<file path="src/rtl/remote_cmd_link_pkg.sv">
// Shared types and constants for the knight-robot remote command link.
// Holds the UART/command state encodings, the default bit period and the ACK byte.
package remote_cmd_link_pkg;

    localparam int         BAUD_DIV_DEFAULT = 2604;
    localparam logic [7:0] ACK_BYTE         = 8'hA5;
    localparam logic [3:0] TX_LAST_BIT      = 4'd9;
    localparam logic [3:0] RX_LAST_BIT      = 4'd7;

    typedef enum logic [1:0] {
        CMD_IDLE,
        CMD_HIGH,
        CMD_LOW
    } cmd_state_t;

    typedef enum logic {
        TX_IDLE,
        TX_SHIFT
    } tx_state_t;

    typedef enum logic [1:0] {
        RX_IDLE,
        RX_START,
        RX_DATA,
        RX_STOP
    } rx_state_t;

    // 8N1 frame, shifted out LSB first: start bit in bit 0, stop bit in bit 9.
    function automatic logic [9:0] tx_frame(input logic [7:0] data);
        return {1'b1, data, 1'b0};
    endfunction

endpackage

</file>
<file path="src/rtl/remote_cmd_link_uart_xcvr.sv">
// 8N1 UART transceiver: independent transmitter and mid-bit-sampling receiver.
// tx_done pulses one cycle after the stop bit ends; rx_rdy is a level cleared by a new start or clr_rx_rdy.
module uart_xcvr
    import remote_cmd_link_pkg::*;
#(
    parameter int BAUD_DIV = BAUD_DIV_DEFAULT
) (
    input  logic       clk,
    input  logic       rst,
    input  logic       trmt,
    input  logic [7:0] tx_data,
    output logic       tx_done,
    output logic       txd,
    input  logic       rxd,
    input  logic       clr_rx_rdy,
    output logic       rx_rdy,
    output logic [7:0] rx_data
);

    localparam int             CW        = $clog2(BAUD_DIV) + 1;
    localparam logic [CW-1:0]  BAUD_LAST = CW'(BAUD_DIV - 1);
    localparam logic [CW-1:0]  HALF_LAST = CW'(BAUD_DIV / 2 - 1);

    // ---------------- transmitter ----------------
    tx_state_t     tx_state_reg, tx_state_next;
    logic [9:0]    tx_shift_reg, tx_shift_next;
    logic [CW-1:0] tx_baud_reg, tx_baud_next;
    logic [3:0]    tx_bit_reg, tx_bit_next;
    logic          tx_done_reg, tx_done_next;

    always_ff @(posedge clk) begin
        if (rst) begin
            tx_state_reg <= TX_IDLE;
            tx_shift_reg <= '1;
            tx_baud_reg  <= '0;
            tx_bit_reg   <= '0;
            tx_done_reg  <= 1'b0;
        end else begin
            tx_state_reg <= tx_state_next;
            tx_shift_reg <= tx_shift_next;
            tx_baud_reg  <= tx_baud_next;
            tx_bit_reg   <= tx_bit_next;
            tx_done_reg  <= tx_done_next;
        end
    end

    always_comb begin
        tx_state_next = tx_state_reg;
        tx_shift_next = tx_shift_reg;
        tx_baud_next  = tx_baud_reg;
        tx_bit_next   = tx_bit_reg;
        tx_done_next  = 1'b0;
        case (tx_state_reg)
            TX_IDLE: begin
                if (trmt) begin
                    tx_shift_next = tx_frame(tx_data);
                    tx_baud_next  = '0;
                    tx_bit_next   = '0;
                    tx_state_next = TX_SHIFT;
                end
            end
            TX_SHIFT: begin
                if (tx_baud_reg == BAUD_LAST) begin
                    tx_baud_next  = '0;
                    // Ones shifted in keep the line high once the frame is out.
                    tx_shift_next = {1'b1, tx_shift_reg[9:1]};
                    if (tx_bit_reg == TX_LAST_BIT) begin
                        tx_state_next = TX_IDLE;
                        tx_done_next  = 1'b1;
                    end else begin
                        tx_bit_next = tx_bit_reg + 4'd1;
                    end
                end else begin
                    tx_baud_next = tx_baud_reg + 1'b1;
                end
            end
            default: tx_state_next = TX_IDLE;
        endcase
    end

    assign txd     = tx_shift_reg[0];
    assign tx_done = tx_done_reg;

    // ---------------- receiver ----------------
    logic [2:0]    rx_pipe_reg;
    rx_state_t     rx_state_reg, rx_state_next;
    logic [7:0]    rx_shift_reg, rx_shift_next;
    logic [7:0]    rx_data_reg, rx_data_next;
    logic          rx_rdy_reg, rx_rdy_next;
    logic [CW-1:0] rx_baud_reg, rx_baud_next;
    logic [3:0]    rx_bit_reg, rx_bit_next;
    logic          rx_bit_in, start_edge;

    // Two synchroniser stages plus one history stage for falling-edge detection.
    always_ff @(posedge clk) begin
        if (rst) begin
            rx_pipe_reg <= 3'b111;
        end else begin
            rx_pipe_reg <= {rx_pipe_reg[1:0], rxd};
        end
    end

    assign rx_bit_in  = rx_pipe_reg[1];
    assign start_edge = rx_pipe_reg[2] & ~rx_pipe_reg[1];

    always_ff @(posedge clk) begin
        if (rst) begin
            rx_state_reg <= RX_IDLE;
            rx_shift_reg <= '0;
            rx_data_reg  <= '0;
            rx_rdy_reg   <= 1'b0;
            rx_baud_reg  <= '0;
            rx_bit_reg   <= '0;
        end else begin
            rx_state_reg <= rx_state_next;
            rx_shift_reg <= rx_shift_next;
            rx_data_reg  <= rx_data_next;
            rx_rdy_reg   <= rx_rdy_next;
            rx_baud_reg  <= rx_baud_next;
            rx_bit_reg   <= rx_bit_next;
        end
    end

    always_comb begin
        rx_state_next = rx_state_reg;
        rx_shift_next = rx_shift_reg;
        rx_data_next  = rx_data_reg;
        rx_rdy_next   = rx_rdy_reg;
        rx_baud_next  = rx_baud_reg;
        rx_bit_next   = rx_bit_reg;
        if (clr_rx_rdy) begin
            rx_rdy_next = 1'b0;
        end
        case (rx_state_reg)
            RX_IDLE: begin
                if (start_edge) begin
                    rx_state_next = RX_START;
                    rx_baud_next  = '0;
                    rx_rdy_next   = 1'b0;
                end
            end
            RX_START: begin
                if (rx_baud_reg == HALF_LAST) begin
                    rx_baud_next  = '0;
                    rx_bit_next   = '0;
                    rx_state_next = rx_bit_in ? RX_IDLE : RX_DATA;
                end else begin
                    rx_baud_next = rx_baud_reg + 1'b1;
                end
            end
            RX_DATA: begin
                if (rx_baud_reg == BAUD_LAST) begin
                    rx_baud_next  = '0;
                    rx_shift_next = {rx_bit_in, rx_shift_reg[7:1]};
                    if (rx_bit_reg == RX_LAST_BIT) begin
                        rx_state_next = RX_STOP;
                    end else begin
                        rx_bit_next = rx_bit_reg + 4'd1;
                    end
                end else begin
                    rx_baud_next = rx_baud_reg + 1'b1;
                end
            end
            RX_STOP: begin
                // Stop-bit value is not checked; the byte is delivered either way.
                if (rx_baud_reg == BAUD_LAST) begin
                    rx_data_next  = rx_shift_reg;
                    rx_rdy_next   = 1'b1;
                    rx_state_next = RX_IDLE;
                end else begin
                    rx_baud_next = rx_baud_reg + 1'b1;
                end
            end
            default: rx_state_next = RX_IDLE;
        endcase
    end

    assign rx_rdy  = rx_rdy_reg;
    assign rx_data = rx_data_reg;

endmodule

</file>
<file path="src/rtl/remote_cmd_link.sv">
// Host-side remote for the knight robot: sends a 16-bit command high byte first
// over UART and presents the robot's one-byte responses.
module remote_cmd_link
    import remote_cmd_link_pkg::*;
#(
    parameter int BAUD_DIV = BAUD_DIV_DEFAULT
) (
    input  logic        clk,
    input  logic        rst,
    input  logic [15:0] cmd,
    input  logic        send_cmd,
    output logic        cmd_sent,
    output logic        TX,
    input  logic        RX,
    output logic [7:0]  resp,
    output logic        resp_rdy
);

    cmd_state_t state_reg, state_next;
    logic [7:0] low_byte_reg, low_byte_next;
    logic       cmd_sent_reg, cmd_sent_next;
    logic       trmt;
    logic [7:0] tx_byte;
    logic       tx_done;
    logic       clr_rx_rdy;

    always_ff @(posedge clk) begin
        if (rst) begin
            state_reg    <= CMD_IDLE;
            low_byte_reg <= '0;
            cmd_sent_reg <= 1'b0;
        end else begin
            state_reg    <= state_next;
            low_byte_reg <= low_byte_next;
            cmd_sent_reg <= cmd_sent_next;
        end
    end

    // High byte goes straight from the port while idle; low byte is held for the second frame.
    assign tx_byte = (state_reg == CMD_IDLE) ? cmd[15:8] : low_byte_reg;

    always_comb begin
        state_next    = state_reg;
        low_byte_next = low_byte_reg;
        cmd_sent_next = cmd_sent_reg;
        trmt          = 1'b0;
        clr_rx_rdy    = 1'b0;
        case (state_reg)
            CMD_IDLE: begin
                if (send_cmd) begin
                    trmt          = 1'b1;
                    low_byte_next = cmd[7:0];
                    cmd_sent_next = 1'b0;
                    clr_rx_rdy    = 1'b1;
                    state_next    = CMD_HIGH;
                end
            end
            CMD_HIGH: begin
                if (tx_done) begin
                    trmt       = 1'b1;
                    state_next = CMD_LOW;
                end
            end
            CMD_LOW: begin
                if (tx_done) begin
                    cmd_sent_next = 1'b1;
                    state_next    = CMD_IDLE;
                end
            end
            default: state_next = CMD_IDLE;
        endcase
    end

    uart_xcvr #(
        .BAUD_DIV (BAUD_DIV)
    ) u_xcvr (
        .clk        (clk),
        .rst        (rst),
        .trmt       (trmt),
        .tx_data    (tx_byte),
        .tx_done    (tx_done),
        .txd        (TX),
        .rxd        (RX),
        .clr_rx_rdy (clr_rx_rdy),
        .rx_rdy     (resp_rdy),
        .rx_data    (resp)
    );

    assign cmd_sent = cmd_sent_reg;

endmodule

</file>
<file path="config.mk">
export PLATFORM = sky130hd
export DESIGN_NAME = remote_cmd_link
export DESIGN_NICKNAME = d
export VERILOG_FILES = /design/src/rtl/remote_cmd_link_pkg.sv /design/src/rtl/remote_cmd_link_uart_xcvr.sv /design/src/rtl/remote_cmd_link.sv
export SDC_FILE = /design/constraint.sdc
export NUM_CORES = 1
export LEC_CHECK = 0
export CAP_MARGIN = 20
export CORE_UTILIZATION = 25
export CTS_CLUSTER_DIAMETER = 100
export DETAILED_ROUTE_END_ITERATION = 16
export DONT_BUFFER_PORTS = 1
export GPL_TIMING_DRIVEN = 0
export SYNTH_ARGS = -nofsm -noshare
export SYNTH_HDL_FRONTEND = slang
export SYNTH_HIERARCHICAL = 1
export SYNTH_SLANG_ARGS = --single-unit
</file>
<file path="constraint.sdc">
create_clock -name clk -period 2.9 [get_ports clk]
set_clock_uncertainty 0.05 [all_clocks]
set_input_delay 0.58 -clock clk [delete_from_list [all_inputs] [get_ports clk]]
set_output_delay 0.58 -clock clk [all_outputs]
set_load 0.05 [all_outputs]
</file>
Word-level counts from Yosys, hierarchy flattened
Cells that the tools add are included.
Storage, ports and cells
  register bits: 79
  input port bits: 20
  output and inout bits: 11
  logic and storage cells: 108
Operators by class
  $add $sub $neg: 4
  eq/ne operators: 23
  multiplexer cells: 47
  bitwise logic cells: 4
  reductions and logical operators: 15
Operators with widths (count)
  $mux 13: 6
  $pmux 13 s4: 1
  $add 13x1->13 const B: 2
  $eq 13x12->1 const B: 2
  $pmux 13 s2: 1
  $mux 4: 6
  $mux 10: 2
  $pmux 10 s2: 1
  $mux 2: 9
  $pmux 4 s2: 2
  $ne 2x1->1 const B: 7
  $eq 13x11->1 const B: 1
  $mux 1: 12
  $ne 2x2->1 const B: 6
  $reduce_and 2->1: 5
  $reduce_and 3->1: 3
  $add 4x1->4 const B: 2
  $mux 8: 1
  $pmux 1 s2: 4
  $pmux 2 s4: 1
  $eq 2x2->1 const B: 3
  $pmux 2 s3: 1
  $reduce_and 5->1: 1
  $eq 2x1->1 const B: 2
  other kinds (8): 12

Depth between registers and ports, before layout
Gate-level depths: netlist (run 1).
  word-level depth: 5
  depth in mapped cells: 8
  gate-level depth less buffers: 7

Modules after synthesis
Netlist (run 1), hierarchy kept.
Modules (own cells, without submodules)
  uart_xcvr: instances 1, cells each 381, area an instance 3266.9 µm², seq. area each 1341.3 µm²
  remote_cmd_link: instances 1, cells each 60, area an instance 556.8 µm², seq. area each 220.2 µm²

Worst setup path before layout (run 1)
No wires, ideal clock.
  path kind: flip-flop to flip-flop
  start point: reg u_xcvr.rx_baud_reg[10]
  end point: reg u_xcvr.rx_baud_reg[5]
  library setup time: 0.115 ns
  arrival: 2.051 ns
  required time: 2.735 ns
  setup slack: 0.685 ns
  cell stages (with the launch flop): 7
  path buffers: 1
  clock period less this slack: 2.215 ns
  cell sequence: dfxtp_1 -> or4b_4 -> or4_4 -> a21o_1 -> o31ai_2 -> buf_6 -> nor2_1
On the way
  cells in the longest elaborated chain, start to end: 3
  elaborated cells on any way between the ends: 7
  those cells by class: 3 x eq/ne; 3 x mux; 1 x reduce/logical
RTL lines
  start, declared: line remote_cmd_link_uart_xcvr.sv:90  | logic [CW-1:0] rx_baud_reg, rx_baud_next;
  start signal, assigned: line remote_cmd_link_uart_xcvr.sv:119  | rx_baud_reg <= rx_baud_next;
  $eq 13x12->1 or $eq 13x11->1 (tied branches): line remote_cmd_link_uart_xcvr.sv:152, remote_cmd_link_uart_xcvr.sv:166, remote_cmd_link_uart_xcvr.sv:143
  $mux 13 (tied with other cells): line remote_cmd_link_uart_xcvr.sv:152  | if (rx_baud_reg == BAUD_LAST) begin
  $pmux 13 s4 or $reduce_and 2->1 (tied branches)
Parallel ways exist; a longest one is shown, timed or not.
A chain may end at the register's enable or synchronous reset.

Worst setup path in the final report (run 1)
  start point: reg u_xcvr.tx_baud_reg[0]
  end point: reg u_xcvr.tx_shift_reg[0]
On the way
  cells in the longest elaborated chain, start to end: 3
RTL lines
  start, declared: line remote_cmd_link_uart_xcvr.sv:27  | logic [CW-1:0] tx_baud_reg, tx_baud_next;
  start signal, assigned: line remote_cmd_link_uart_xcvr.sv:41  | tx_baud_reg <= tx_baud_next;
  $eq 13x12->1: line remote_cmd_link_uart_xcvr.sv:63  | if (tx_baud_reg == BAUD_LAST) begin
  $ne 2x2->1 (no line)
  $reduce_and 2->1 (no line)
  end signal, assigned: line remote_cmd_link_uart_xcvr.sv:40  | tx_shift_reg <= tx_shift_next;
  end, declared: line remote_cmd_link_uart_xcvr.sv:26  | logic [9:0] tx_shift_reg, tx_shift_next;
Every way passes these cells.

==> results.yml, run 1 <==
outcome:
  status: "finished, violations left"
  failed_checks: "design-rule violations"
synth:
  synth-edff-count: 0
  synthTopCellsByArea: "dfxtp_1 (41%), nand2_1 (6.6%), nor2_1 (4.2%)"
  syn-num-nets: 471
  syn_area_um2: 3820
  async_flop_share_pct: 0
  synth_top_family_by_area: "simple AND/OR/NAND/NOR gates"
  ys_ff_latch: 78
  yosys.area.top_type: "dfxtp_1"
  synthMuxAreaShare_pct: 5.04
  netlist.area_leader.share_pct: 40.8
  synthCells: 441
  synth_ff_type: "dfxtp_1"
  yosysWarningCount: 6
  synthDistinctLibCells: 61
  synth_compound_gate_area_share_pct: 17.5
  avgSynthCellArea_um2: 8.67
  yosys.area_share.simple_pct: 26.6
  synth_xor_area_share_pct: 2.75
  synth_fa_ha_area_share_pct: 3.27
  ys_seq_area_share_pct: 40.8
cells_and_area:
  nets: 482
  area_growth_pct: 13.6
  drive_gt1_share_pct: 12.3
  diodes: 0
critical_path:
  required_ns: 3.07
  arrival_ns: 2.71
  critPathTopFamily: "compound AO/OA/AOI/OAI gates"
  startpoint: "u_xcvr/tx_baud_reg[0]$_SDFFE_PP0P_"
  critPathKind: "reg2reg"
  setup.worst_path.start_class: "flop"
  crit_cells: 6
  r2r_start: "u_xcvr/tx_baud_reg[0]$_SDFFE_PP0P_"
  critPathBufInv: 1
  reg2reg_depth: 6
  crit_fanout: 10
  endpoint_kind: "flop"
  ff2ff_setup_slack_ns: 0.36
  cpPeakStageDelay_ns: 0.48
  critPathSlowestCell: "or4bb_1"
  worstSetupEndpoint: "u_xcvr/tx_shift_reg[0]$_SDFFE_PP1P_"
  cp_cell_sequence: "ha_1 > or4bb_1 > o31ai_4 > nand2_2 > buf_2 > a221o_1"
  r2r_end: "u_xcvr/tx_shift_reg[0]$_SDFFE_PP1P_"
sta:
  fin_hold_ws_ns: 0.297
  rsz0062_at_grt: "no"
  fin_crit_sh_pct: 87.6
  clock.fmax_mhz: 393
  post-route-min-period_ns: 2.54
  hold_violations: 0
  setup_viol_count_final: 0
  tightest_slew_ns: 0.680
  slew_headroom_pct: 54.2
  tns_ns: 0
  finalMaxSlewViolations: 0
clocking:
  cts_resized: 0
  cts_sinks: 78
  cts_hold_buf: 0
  cts.htree.levels: 3
  cts_tree: "built"
  clkSlewWorstSetupHoldPaths_ns: 0.06
  post_cts_buffers: 0
  cts_root_buf: "clkbuf_16"
  clk_path_buf_depth: 2
  clkLatencyLatePin_ns: 0.34
  numCtsBuffers: 9
drt:
  drc: 1
  drt_iter0_markers: 201
  dr.pass1.iters: 11
  via_per_inst: 5.09
  ant_nets: 0
  vias: 3263
  routed_wl_mm: 8.78
  routedWlPerCell_um: 13.7
floorplanning:
  die_w_um: 126
  dieArea_um2: 15800
  start_util_pct: 25.9
  row_count: 44
  die_h_um: 126
  fp.coreArea_um2: 14800
  ios: 31
pwr:
  p_sw_uw: 631
  clockPowerShare_pct: 44.2
  ir_drop_v: 0.000289
  pwr-share-comb_pct: 10.3
  p_int_uw: 1860
  p_leak_uw: 0.00139
  p_per_area_nw_per_um2: 573
  swShare_pct: 25.3
  p_seq_share_pct: 45.6
global_routing:
  grt_pass1_wl_mm: 15.0
  grt_max_degree: 14
  grt_overflow: 0
  grt_pass1_vias: 3131
  antenna_found_initial: 1
  track_usage_pct: 11.7
hold_path:
  min_from: "RX"
  hold_depth: 1
  hold_class: "in2reg"
place:
  io_buffer_count: 0
  hpwl_mm: 6.35
  gp_congestion: 0.832
job:
  max_cap_violations: 0
worst min-delay path by stage:
stage                                                   to  slack [ns]
after floorplan           u_xcvr/rx_pipe_reg[1]$_SDFF_PP1_        0.34
after global placement    u_xcvr/rx_pipe_reg[1]$_SDFF_PP1_        0.34
after detailed placement  u_xcvr/rx_pipe_reg[1]$_SDFF_PP1_        0.34
after CTS                 u_xcvr/rx_pipe_reg[0]$_SDFF_PP1_        0.29
after global routing      u_xcvr/rx_pipe_reg[0]$_SDFF_PP1_        0.28
final                     u_xcvr/rx_pipe_reg[0]$_SDFF_PP1_        0.30
kinds of logic (layout without fill, tap and decap cells):
| kind of cell | Yosys count | in the layout |
|---|---|---|
| and+or+nand+nor | 197 | 197 |
| buffers and inverters | 32 | 48 |
| xor gates and xnor gates | 12 | 12 |
| AOI/OAI and AO/OA | 94 | 94 |
| muxes | 18 | 18 |
| adders and majority gates | 10 | 10 |
| DFF | 78 | 78 |
power groups by stage:
stage	clock network [uW]	logic [uW]	registers (uW)
floorplan	0	198	1150
global placement	0	247	1160
detailed placement	0	253	1160
CTS	1130	255	1140
global route	1170	284	1140
finish	1100	256	1140
layer usage:
metal / GRT usage [%] / up-vias / wire length (um)
met4: 3.66 / 2 / 120
li1: - / 1615 / -
met2: 19.2 / 79 / 4090
met3: 4.16 / 13 / 560
met1: 14.3 / 1554 / 3990
met5: 0 / - / 13
cell usage in the layout, fill, tap and decap left out, drive strengths merged, types with 4 or more instances in the layout:
cell type / count
clkinv: 5
mux2i: 8
buf: 6
a31oi: 7
nand3b: 4
nand2b: 4
nand4b: 4
nand4: 9
nor4: 6
nand2: 69
nor3: 4
xnor2: 6
a211o: 8
a311oi: 10
inv: 8
or4: 4
nor2: 44
ha: 10
mux2: 10
clkbuf: 26
a21oi: 37
nor2b: 5
o31ai: 4
or3: 5
xor2: 6
nand3: 17
or2: 4
dfxtp: 78
o21ai: 12
Yosys cell counts (3+ instances only):
cell type,n
dfxtp_1,78
nand2_1,67
nor2_1,43
a21oi_1,29
clkbuf_1,17
nand3_1,17
o21ai_0,12
a311oi_1,10
ha_1,10
mux2_2,10
nand4_1,9
a211o_1,8
a21oi_2,8
inv_1,8
mux2i_1,8
a31oi_1,6
xnor2_1,6
xor2_1,6
nor2b_1,5
nor4_1,5
or3_1,5
nand2b_1,4
nand3b_1,4
nand4b_1,4
nor3_1,4
or2_2,4
a211oi_1,3
and3_1,3
buf_2,3
nor4b_1,3
or4_1,3
stage by stage:
step | area (um2) | power, uW | cells | utilization (%) | setup WS (ns)
2_1_floorplan | 3820 | 1350 | 441 | - | 0.685
3_3_place_gp | 4050 | 1400 | 625 | 27.5 | 0.416
3_5_place_dp | 4050 | 1410 | 625 | 27.5 | 0.381
4_1_cts | 4340 | 2520 | 641 | 29.4 | 0.346
5_1_grt | 4340 | 2600 | 641 | 29.4 | 0.217
6_report | 4340 | 2490 | 641 | 29.4 | 0.358
worst reg2reg max path, cell delays in order, from the launching register on:
cell,delay (ns)
dfxtp_1,0.42
ha_1,0.28
or4bb_1,0.48
o31ai_4,0.42
nand2_2,0.18
buf_2,0.22
a221o_1,0.36
area by class of cell:
class	count	area, um2
buffer	23	105
clock buffer	9	225
clock inverter	7	65.1
fill	1580	10400
inverter	9	46.3
multi-input combinational	331	2110
sequential	78	1560
tap	184	230
Note: power is estimated with default switching activity, not from simulation.
==> run 2, diff against run 1 <==
Clock period 2.9 ns to 2.1 ns, I/O delays scaled along.
==> run 2 against run 1 <==
Net effect:
- the flow finishes with violations (design-rule violations, negative setup slack)
- die area stayed put
- total power up 59%
- worst setup slack lost 0.54 ns
- largest cell class unchanged
==> results.yml, run 2 (same netlist as run 1, synthesis figures left out) <==
cells_and_area:
  drive_gt1_share_pct: 23.2
  seq_area_um2: 1590
  multi_input_area_um2: 2300
  final_area_um2: 4830
  nets: 499
  fin_util_pct: 32.8
  layout_common_cells: "dfxtp_1 (69), nand2_1 (66), nor2_1 (40), a21oi_1 (28)"
  nFillCells: 1523
  layout_commonest_cell: "dfxtp_1"
  area_growth_pct: 26.4
global_routing:
  grt_pass1_vias: 3161
  met2_usage_pct: 20.0
  grt_overflow: 0
  use_met3_pct: 3.74
  globalRoute.busiestLayer: "met2"
  grt_pass1_wl_mm: 15.6
  track_usage_pct: 12.4
  grt_max_degree: 15
  antenna_found_initial: 0
  gr-usage-met1_pct: 15.1
sta:
  setup_ws_ns: -0.179
  tightest_slew_ns: 0.698
  hold_violations: 0
  finalMaxSlewViolations: 0
  post-route-min-period_ns: 2.28
  slew_headroom_pct: 53.5
  clock.fmax_mhz: 439
  setup_viol_count_final: 15
  fin_crit_sh_pct: 109
  rsz0062_at_grt: "yes"
hold_path:
  hold_class: "in2reg"
  hold_depth: 1
  min_from: "rst"
  whs_endpoint: "state_reg[0]$_SDFFE_PP0P_"
pwr:
  p_seq_share_pct: 39.7
  p_per_area_nw_per_um2: 818
  p_sw_uw: 948
  pwr-share-comb_pct: 11.7
  p_int_uw: 3010
  p_leak_uw: 0.00159
  clockPowerShare_pct: 48.6
  swShare_pct: 24.0
  power.total_uw: 3950
  ir_drop_v: 0.000380
clocking:
  cts_root_buf: "clkbuf_16"
  cts.htree.levels: 3
  cts_tree: "built"
  cts_hold_buf: 0
  clk_path_buf_depth: 2
  numCtsBuffers: 9
  clkLatencyLatePin_ns: 0.34
  clkSlewWorstSetupHoldPaths_ns: 0.06
  cts_sinks: 78
critical_path:
  cpPeakStageDelay_ns: 0.58
  crit_fanout: 5
  reg2reg_depth: 6
  critPathKind: "reg2reg"
  cp_cell_sequence: "or4b_4 > or4_4 > a21o_1 > o31ai_4 > buf_6 > nor2_1"
  critPathBufInv: 1
  startpoint: "u_xcvr/rx_baud_reg[8]$_SDFFE_PP0P_"
  r2r_end: "u_xcvr/rx_baud_reg[4]$_SDFFE_PP0P_"
  critPathSlowestCell: "or4b_4"
  setup.worst_path.start_class: "flop"
  endpoint_kind: "flop"
  arrival_ns: 2.46
  critPathTopFamily: "simple AND/OR/NAND/NOR gates"
  required_ns: 2.28
  ff2ff_setup_slack_ns: -0.18
  r2r_start: "u_xcvr/rx_baud_reg[8]$_SDFFE_PP0P_"
floorplanning:
  start_util_pct: 25.9
  ios: 31
  die_w_um: 126
  row_count: 44
  dieArea_um2: 15800
  die_h_um: 126
  fp.coreArea_um2: 14800
drt:
  ant_nets: 0
  dr.pass1.iters: 10
  via_per_inst: 5.05
  drt_iter0_markers: 283
  drc: 2
  routed_wl_mm: 9.50
  vias: 3325
  routedWlPerCell_um: 14.4
place:
  gp_congestion: 0.831
  post_dp_cell_area_um2: 4090
  io_buffer_count: 0
  preCtsSetupSlack_ns: -0.280
  hpwl_mm: 6.27
outcome:
  failed_checks: "design-rule violations, negative setup slack"
  status: "finished, violations left"
job:
  max_cap_violations: 0
-- run 2: worst max path at each step --
stage	depth (start not counted)	endpoint
global route	7	u_xcvr/rx_baud_reg[11]$_SDFFE_PP0P_
detailed placement	7	u_xcvr/rx_baud_reg[6]$_SDFFE_PP0P_
floorplan	6	u_xcvr/rx_baud_reg[8]$_SDFFE_PP0P_
CTS	6	u_xcvr/rx_baud_reg[6]$_SDFFE_PP0P_
global placement	7	u_xcvr/rx_baud_reg[8]$_SDFFE_PP0P_
finish	6	u_xcvr/rx_baud_reg[4]$_SDFFE_PP0P_
-- run 2: power by group through the flow --
stage	Clock (uW)	Sequential, uW	Combinational (uW)
CTS	1970	1570	418
finish	1920	1570	465
detailed placement	0	1600	356
floorplan	0	1590	278
global placement	0	1600	347
global route	2020	1570	506
-- run 2: area by class of cell --
cell class                      instances  share of cell area [%]
Clock inverter                          7                    3.03
Inverter                                9                   0.958
Timing Repair Buffer                   19                    3.37
Tap cell                              184                    4.76
Clock buffer                            9                    4.66
Buffer                                 21                    2.72
Sequential cell                        78                    32.8
Antenna cell                            1                  0.0518
Multi-Input combinational cell        331                    47.7
-- run 2: routing by layer --
layer	vias to the layer above	part of all wire [%]
met1	1589	44
met2	79	48
met5	-	0
met3	13	6.3
met4	0	1.2
li1	1644	-
-- run 2: repair_timing --
item,CTS,global route
pin swaps,9,12
resized for setup,25,32
gates cloned,1,0
setup buffers,9,9
setup endpoints to repair,46,52
-- run 2: stage by stage --
stage	setup TNS (ns)	cells	hold WS (ns)
global route	-3.13	658	0.115
CTS	-1.92	650	0.109
finish	-2.07	659	0.119
global placement	-4.92	625	0.347
floorplan	-0.708	441	0.339
detailed placement	-5.99	625	0.343
